File: src/rtl/axi_rd_slave.sv
// rtl/axi_rd_slave.sv - AXI-style read responder splitting bursts into controller chunk reads
//
// Accepts one read burst at a time on the AR channel, issues RBURST_LEN-beat
// chunk requests to the DDR2 controller read port, buffers returned beats in a
// FIFO and replays them on the R channel with rready backpressure and rlast.
//
// Ports:
//   clk, rst              clock, asynchronous active-high reset
//   init_end              DDR2 initialisation complete (gates arready)
//   axi_ar*               read address channel (valid/ready/addr/len)
//   axi_r*                read data channel (valid/ready/data/last)
//   ctrl_rd_req/ack/addr  chunk request handshake to the controller
//   ctrl_rd_data/_vld     returned beats, no backpressure

module axi_rd_slave #(
  parameter int ADDR_WIDTH = 27,
  parameter int DATA_WIDTH = 16,
  parameter int DATA_LEVEL = 2,
  parameter int RBURST_LEN = 8,
  parameter int FIFO_DEPTH = 32
) (
  input  logic                  clk,
  input  logic                  rst,
  input  logic                  init_end,
  input  logic                  axi_arvalid,
  output logic                  axi_arready,
  input  logic [ADDR_WIDTH-1:0] axi_araddr,
  input  logic [7:0]            axi_arlen,
  output logic                  axi_rvalid,
  input  logic                  axi_rready,
  output logic [DATA_WIDTH-1:0] axi_rdata,
  output logic                  axi_rlast,
  output logic                  ctrl_rd_req,
  input  logic                  ctrl_rd_ack,
  output logic [ADDR_WIDTH-1:0] ctrl_rd_addr,
  input  logic [DATA_WIDTH-1:0] ctrl_rd_data,
  input  logic                  ctrl_rd_data_vld
);

  localparam int AW = $clog2(FIFO_DEPTH);
  localparam int CW = (RBURST_LEN > 1) ? $clog2(RBURST_LEN) : 1;
  localparam logic [AW:0]           DEPTH_C    = (AW+1)'(FIFO_DEPTH);
  localparam logic [AW:0]           CHUNK_C    = (AW+1)'(RBURST_LEN);
  localparam logic [CW-1:0]         LAST_BEAT  = CW'(RBURST_LEN - 1);
  localparam logic [ADDR_WIDTH-1:0] ADDR_STEP  = ADDR_WIDTH'(RBURST_LEN * DATA_LEVEL);

  typedef enum logic [1:0] {
    S_IDLE,
    S_REQ,
    S_WAIT,
    S_DRAIN
  } state_t;

  state_t                  state_q;
  logic                    arready_q;
  logic [ADDR_WIDTH-1:0]   cur_addr_q;
  logic [8:0]              total_q;
  logic [8:0]              pushed_q;
  logic [CW-1:0]           chunk_cnt_q;
  logic                    last_out_q;

  logic [DATA_WIDTH-1:0]   mem_data [FIFO_DEPTH];
  logic                    mem_last [FIFO_DEPTH];
  logic [AW-1:0]           wr_ptr_q;
  logic [AW-1:0]           rd_ptr_q;
  logic [AW:0]             count_q;

  logic       ar_fire;
  logic       space_ok;
  logic       fifo_empty;
  logic       pop;
  logic       last_pop;
  logic       beat;
  logic       push;
  logic [8:0] pushed_nx;
  logic       burst_done;

  assign ar_fire    = axi_arvalid & arready_q;
  assign axi_arready = arready_q;

  // Only one chunk is ever outstanding, so requiring a whole chunk of free
  // space before requesting guarantees the FIFO can never overflow.
  assign space_ok    = (DEPTH_C - count_q) >= CHUNK_C;
  assign ctrl_rd_req  = (state_q == S_REQ) & space_ok;
  assign ctrl_rd_addr = cur_addr_q;

  assign fifo_empty = (count_q == '0);
  assign axi_rvalid = ~fifo_empty;
  assign axi_rdata  = fifo_empty ? '0 : mem_data[rd_ptr_q];
  assign axi_rlast  = ~fifo_empty & mem_last[rd_ptr_q];
  assign pop        = axi_rvalid & axi_rready;
  assign last_pop   = pop & axi_rlast;

  // Beats beyond the burst length (tail of a partial final chunk) are dropped.
  assign beat       = (state_q == S_WAIT) & ctrl_rd_data_vld;
  assign push       = beat & (pushed_q < total_q);
  assign pushed_nx  = pushed_q + 9'(push);
  assign burst_done = (pushed_nx == total_q);

  always_ff @(posedge clk or posedge rst) begin
    if (rst) begin
      state_q     <= S_IDLE;
      arready_q   <= 1'b0;
      cur_addr_q  <= '0;
      total_q     <= '0;
      pushed_q    <= '0;
      chunk_cnt_q <= '0;
      last_out_q  <= 1'b0;
      wr_ptr_q    <= '0;
      rd_ptr_q    <= '0;
      count_q     <= '0;
    end else begin
      if (last_pop) begin
        last_out_q <= 1'b1;
      end

      case (state_q)
        S_IDLE: begin
          arready_q <= init_end & ~ar_fire;
          if (ar_fire) begin
            cur_addr_q <= axi_araddr;
            total_q    <= {1'b0, axi_arlen} + 9'd1;
            pushed_q   <= '0;
            last_out_q <= 1'b0;
            state_q    <= S_REQ;
          end
        end
        S_REQ: begin
          if (ctrl_rd_req && ctrl_rd_ack) begin
            cur_addr_q  <= cur_addr_q + ADDR_STEP;
            chunk_cnt_q <= '0;
            state_q     <= S_WAIT;
          end
        end
        S_WAIT: begin
          if (beat) begin
            pushed_q    <= pushed_nx;
            chunk_cnt_q <= chunk_cnt_q + CW'(1);
            if (chunk_cnt_q == LAST_BEAT) begin
              if (!burst_done) begin
                state_q <= S_REQ;
              end else if (last_out_q || last_pop) begin
                // A short burst can be fully drained before the chunk ends.
                state_q   <= S_IDLE;
                arready_q <= init_end;
              end else begin
                state_q <= S_DRAIN;
              end
            end
          end
        end
        S_DRAIN: begin
          if (last_pop) begin
            state_q   <= S_IDLE;
            arready_q <= init_end;
          end
        end
        default: state_q <= S_IDLE;
      endcase

      if (push) begin
        wr_ptr_q <= wr_ptr_q + AW'(1);
      end
      if (pop) begin
        rd_ptr_q <= rd_ptr_q + AW'(1);
      end
      count_q <= count_q + (AW+1)'(push) - (AW+1)'(pop);
    end
  end

  // Storage carries no reset; the head is masked while the FIFO is empty.
  always_ff @(posedge clk) begin
    if (push) begin
      mem_data[wr_ptr_q] <= ctrl_rd_data;
      mem_last[wr_ptr_q] <= (pushed_q == total_q - 9'd1);
    end
  end

endmodule

File: config.mk
export PLATFORM = sky130hd
export DESIGN_NAME = axi_rd_slave
export DESIGN_NICKNAME = d
export VERILOG_FILES = /design/src/rtl/axi_rd_slave.sv
export SDC_FILE = /design/constraint.sdc
export NUM_CORES = 1
export LEC_CHECK = 0
export CELL_PAD_IN_SITES_DETAIL_PLACEMENT = 1
export CELL_PAD_IN_SITES_GLOBAL_PLACEMENT = 1
export CORE_ASPECT_RATIO = 1.75
export CORE_MARGIN = 10
export CORE_UTILIZATION = 57
export CTS_CLUSTER_DIAMETER = 40
export DETAILED_ROUTE_END_ITERATION = 8
export PLACE_DENSITY_LB_ADDON = 0.25
export SKIP_LAST_GASP = 1
export SLEW_MARGIN = 20
export SYNTH_ARGS = -nofsm -noshare
export SYNTH_HDL_FRONTEND = slang
export SYNTH_SLANG_ARGS = --single-unit
File: constraint.sdc
create_clock -name clk -period 10.6 [get_ports clk]
set_clock_uncertainty 0.2 [all_clocks]
set_input_delay 1.06 -clock clk [delete_from_list [all_inputs] [get_ports clk]]
set_output_delay 1.06 -clock clk [all_outputs]
set_load 0.01 [all_outputs]
==> results.py <==
metrics = {
    "status": {
        "status": "completed",
    },
    "routing": {
        "drt_first_pass_iters": 5,
        "first_iter_violations": 978,
        "via_count": 13500,
        "routed_via_density": 6.40,
        "drtAntennaViolNets": 0,
        "routedWlPerCell_um": 29.8,
        "drt_drc_violations_left": 0,
        "routed_wl_um": 63200,
    },
    "synth": {
        "synthCells": 1389,
        "ys_types": 67,
        "syn_nets": 1479,
        "ys_seq_area_frac": 0.709,
        "synth.most_common_cell": "edfxtp_1",
        "synthArstFlopShare": 0.111,
        "yosysTopAreaCellShare": 0.642,
        "ys_warn_count": 0,
        "synth_top_cell_by_area": "edfxtp_1",
        "synth_edf_count": 544,
        "synth_area_mm2": 0.0254,
        "synth_flop_cell": "edfxtp_1",
        "synthTopCellsByCount": "edfxtp_1 (544), mux4_2 (160), nor2_1 (90), dfrtp_1 (68), nand2_1 (64)",
        "synth_area_leaders": "edfxtp_1 (64%), mux4_2 (14%), dfrtp_1 (6.7%)",
        "synth-seq-cells": 612,
        "syn_avg_cell_area_um2": 18.3,
    },
    "grt": {
        "antenna_found_initial": 0,
        "grt.total_usage": 0.235,
        "grt_pass1_vias": 15000,
        "grt_max_degree": 118,
        "grt_first_pass_wirelength_um": 96200,
        "grt-ovfl-total": 0,
    },
    "place": {
        "place_area_mm2": 0.0272,
        "place_congestion": 0.821,
        "io_buffer_count": 104,
        "dp_hpwl_um": 39400,
    },
    "layout": {
        "area_delta_synth_final_pct": 14.2,
        "layout.nets": 1591,
        "antennaDiodeCount": 0,
        "fin_area_mm2": 0.0290,
        "drive_above_1_share": 0.214,
    },
    "floorplan": {
        "die_w_um": 180,
        "fp.dieH_um": 299,
        "rows": 102,
        "coreArea_mm2": 0.0442,
        "dieArea_mm2": 0.0538,
        "io_pins": 105,
        "start_util": 0.576,
    },
    "run": {
        "max_cap_violations": 0,
    },
    "cts": {
        "insertion_delay_ns": 0.60,
        "cts_resized": 0,
        "postCtsHoldBufs": 0,
        "numCtsBuffers": 57,
        "post_cts_buffers": 0,
        "clock_sinks": 612,
        "cts_max_level": 2,
        "tritoncts": "done",
        "cts.clk_slew.worst_paths_ns": 0.07,
        "clockRootBuffer": "clkbuf_16",
        "clockBufferDepth": 3,
    },
    "timing": {
        "rsz0062_at_grt": "false",
        "timing.fmax_mhz": 168,
        "setup_violations": 0,
        "post-route-period-util": 0.561,
        "slew_headroom": 0.198,
        "finalHoldViolations": 0,
        "period_minus_slack_ns": 5.95,
        "fin_hold_ws_ns": 0.281,
        "drv_slew": 0,
        "tightest_slew_ns": 1.20,
        "setup_tns_ns": 0,
    },
    "worst_setup_path": {
        "cp_max_fo": 73,
        "setup.worst_path.start_class": "register",
        "cp.required_ns": 9.34,
        "arrival_ns": 4.69,
        "critPathCaptureType": "output port",
        "crit_type": "register to output port",
    },
    "hold_path": {
        "hold_class": "register to register",
    },
    "power": {
        "power_uw": 7690,
        "vdd_drop_max_uv": 269,
        "powerDensity_mw_per_mm2": 265,
        "power_leakage_uw": 0.00963,
    },
}
## cell type report
| type | count | area, µm² |
|---|---|---|
| Clock buffer | 69 | 1490 |
| Clock inverter | 35 | 405 |
| Fill cell | 3699 | 15100 |
| Sequential cell | 612 | 18000 |
| Timing Repair Buffer | 124 | 1130 |
| Inverter | 33 | 124 |
| Tap cell | 572 | 716 |
| Multi-Input combinational cell | 673 | 7130 |
## logic make-up (layout without fill, tap and decap cells)
kind of cell / Yosys count / in the layout / share of synthesized area
buf+inv: 104 / 261 / 0.0185
fa+ha+maj: 32 / 32 / 0.0160
simple gates: 250 / 250 / 0.0463
compound gates: 151 / 151 / 0.0383
flops: 612 / 612 / 0.709
xor+xnor: 43 / 43 / 0.0151
mux: 197 / 197 / 0.156
## layer usage
layer | global-route usage | up-vias | wire, µm | share of wire
met3 | 0.0314 | 109 | 2870 | 0.045
met1 | 0.271 | 7171 | 23100 | 0.36
met4 | 0.0751 | 0 | 1720 | 0.027
met5 | 0 | - | 0 | 0
li1 | - | 5805 | - | -
met2 | 0.441 | 463 | 35600 | 0.56
## critical path, cell delays in order, from the launching register on
cell and delay, ns:
dfrtp_4 1.17, buf_4 0.96, mux4_2 0.44, mux4_2 0.53
mux2i_1 0.34, nor2_1 0.08, clkdlybuf4s50_1 0.53
## metrics by stage
stage,std cells,setup WS (ns),utilization
5_1_grt,2118,4.53,0.658
3_3_place_gp,2014,4.98,0.614
4_1_cts,2118,4.64,0.658
3_5_place_dp,2014,4.54,0.615
2_1_floorplan,1389,6.59,-
6_report,2118,4.65,0.658
## registers in the layout (all words and copies together), names as in the netlist, 2 cells and up
signal,count
ctrl_rd_addr,27
total_q,9
state_q,2
count_q,6
mem_data,512
chunk_cnt_q,3
pushed_q,9
wr_ptr_q,5
mem_last,32
rd_ptr_q,5
## cells in the final DEF, fill, tap and decap left out, drive strengths merged, types with 25 or more instances in the layout
master / instances
edfxtp: 544
mux4: 160
nor2: 91
clkdlybuf4s50: 89
clkbuf: 69
dfrtp: 68
nand2: 64
a21oi: 42
inv: 42
mux2i: 35
buf: 35
o21ai: 32
ha: 31
nand3: 27
xnor2: 25
## power breakdown
group	switching [µW]	leakage (µW)	internal, µW
logic	1260	0.00296	1250
clock network	904	0.000930	1190
registers	306	0.00574	2790
## path summary, 6_finish.rpt
check,from,endpoint,slack (ns),cells after the start
setup / recovery,rd_ptr_q[1]$_DFFE_PP0P_,axi_rdata[14],4.65,6
hold / removal,ctrl_rd_addr[0]$_DFFE_PP0P_,ctrl_rd_addr[0]$_DFFE_PP0P_,0.28,2
setup reg to reg,state_q[0]$_DFFE_PP0P_,state_q[0]$_DFFE_PP0P_,5.33,12
hold reg to reg,ctrl_rd_addr[0]$_DFFE_PP0P_,ctrl_rd_addr[0]$_DFFE_PP0P_,0.28,2
max in group asynchronous,rst,rd_ptr_q[0]$_DFFE_PP0P_,8.60,3
min in group asynchronous,rst,ctrl_rd_addr[20]$_DFFE_PP0P_,0.84,3
Note: power is estimated with default switching activity, not from simulation.
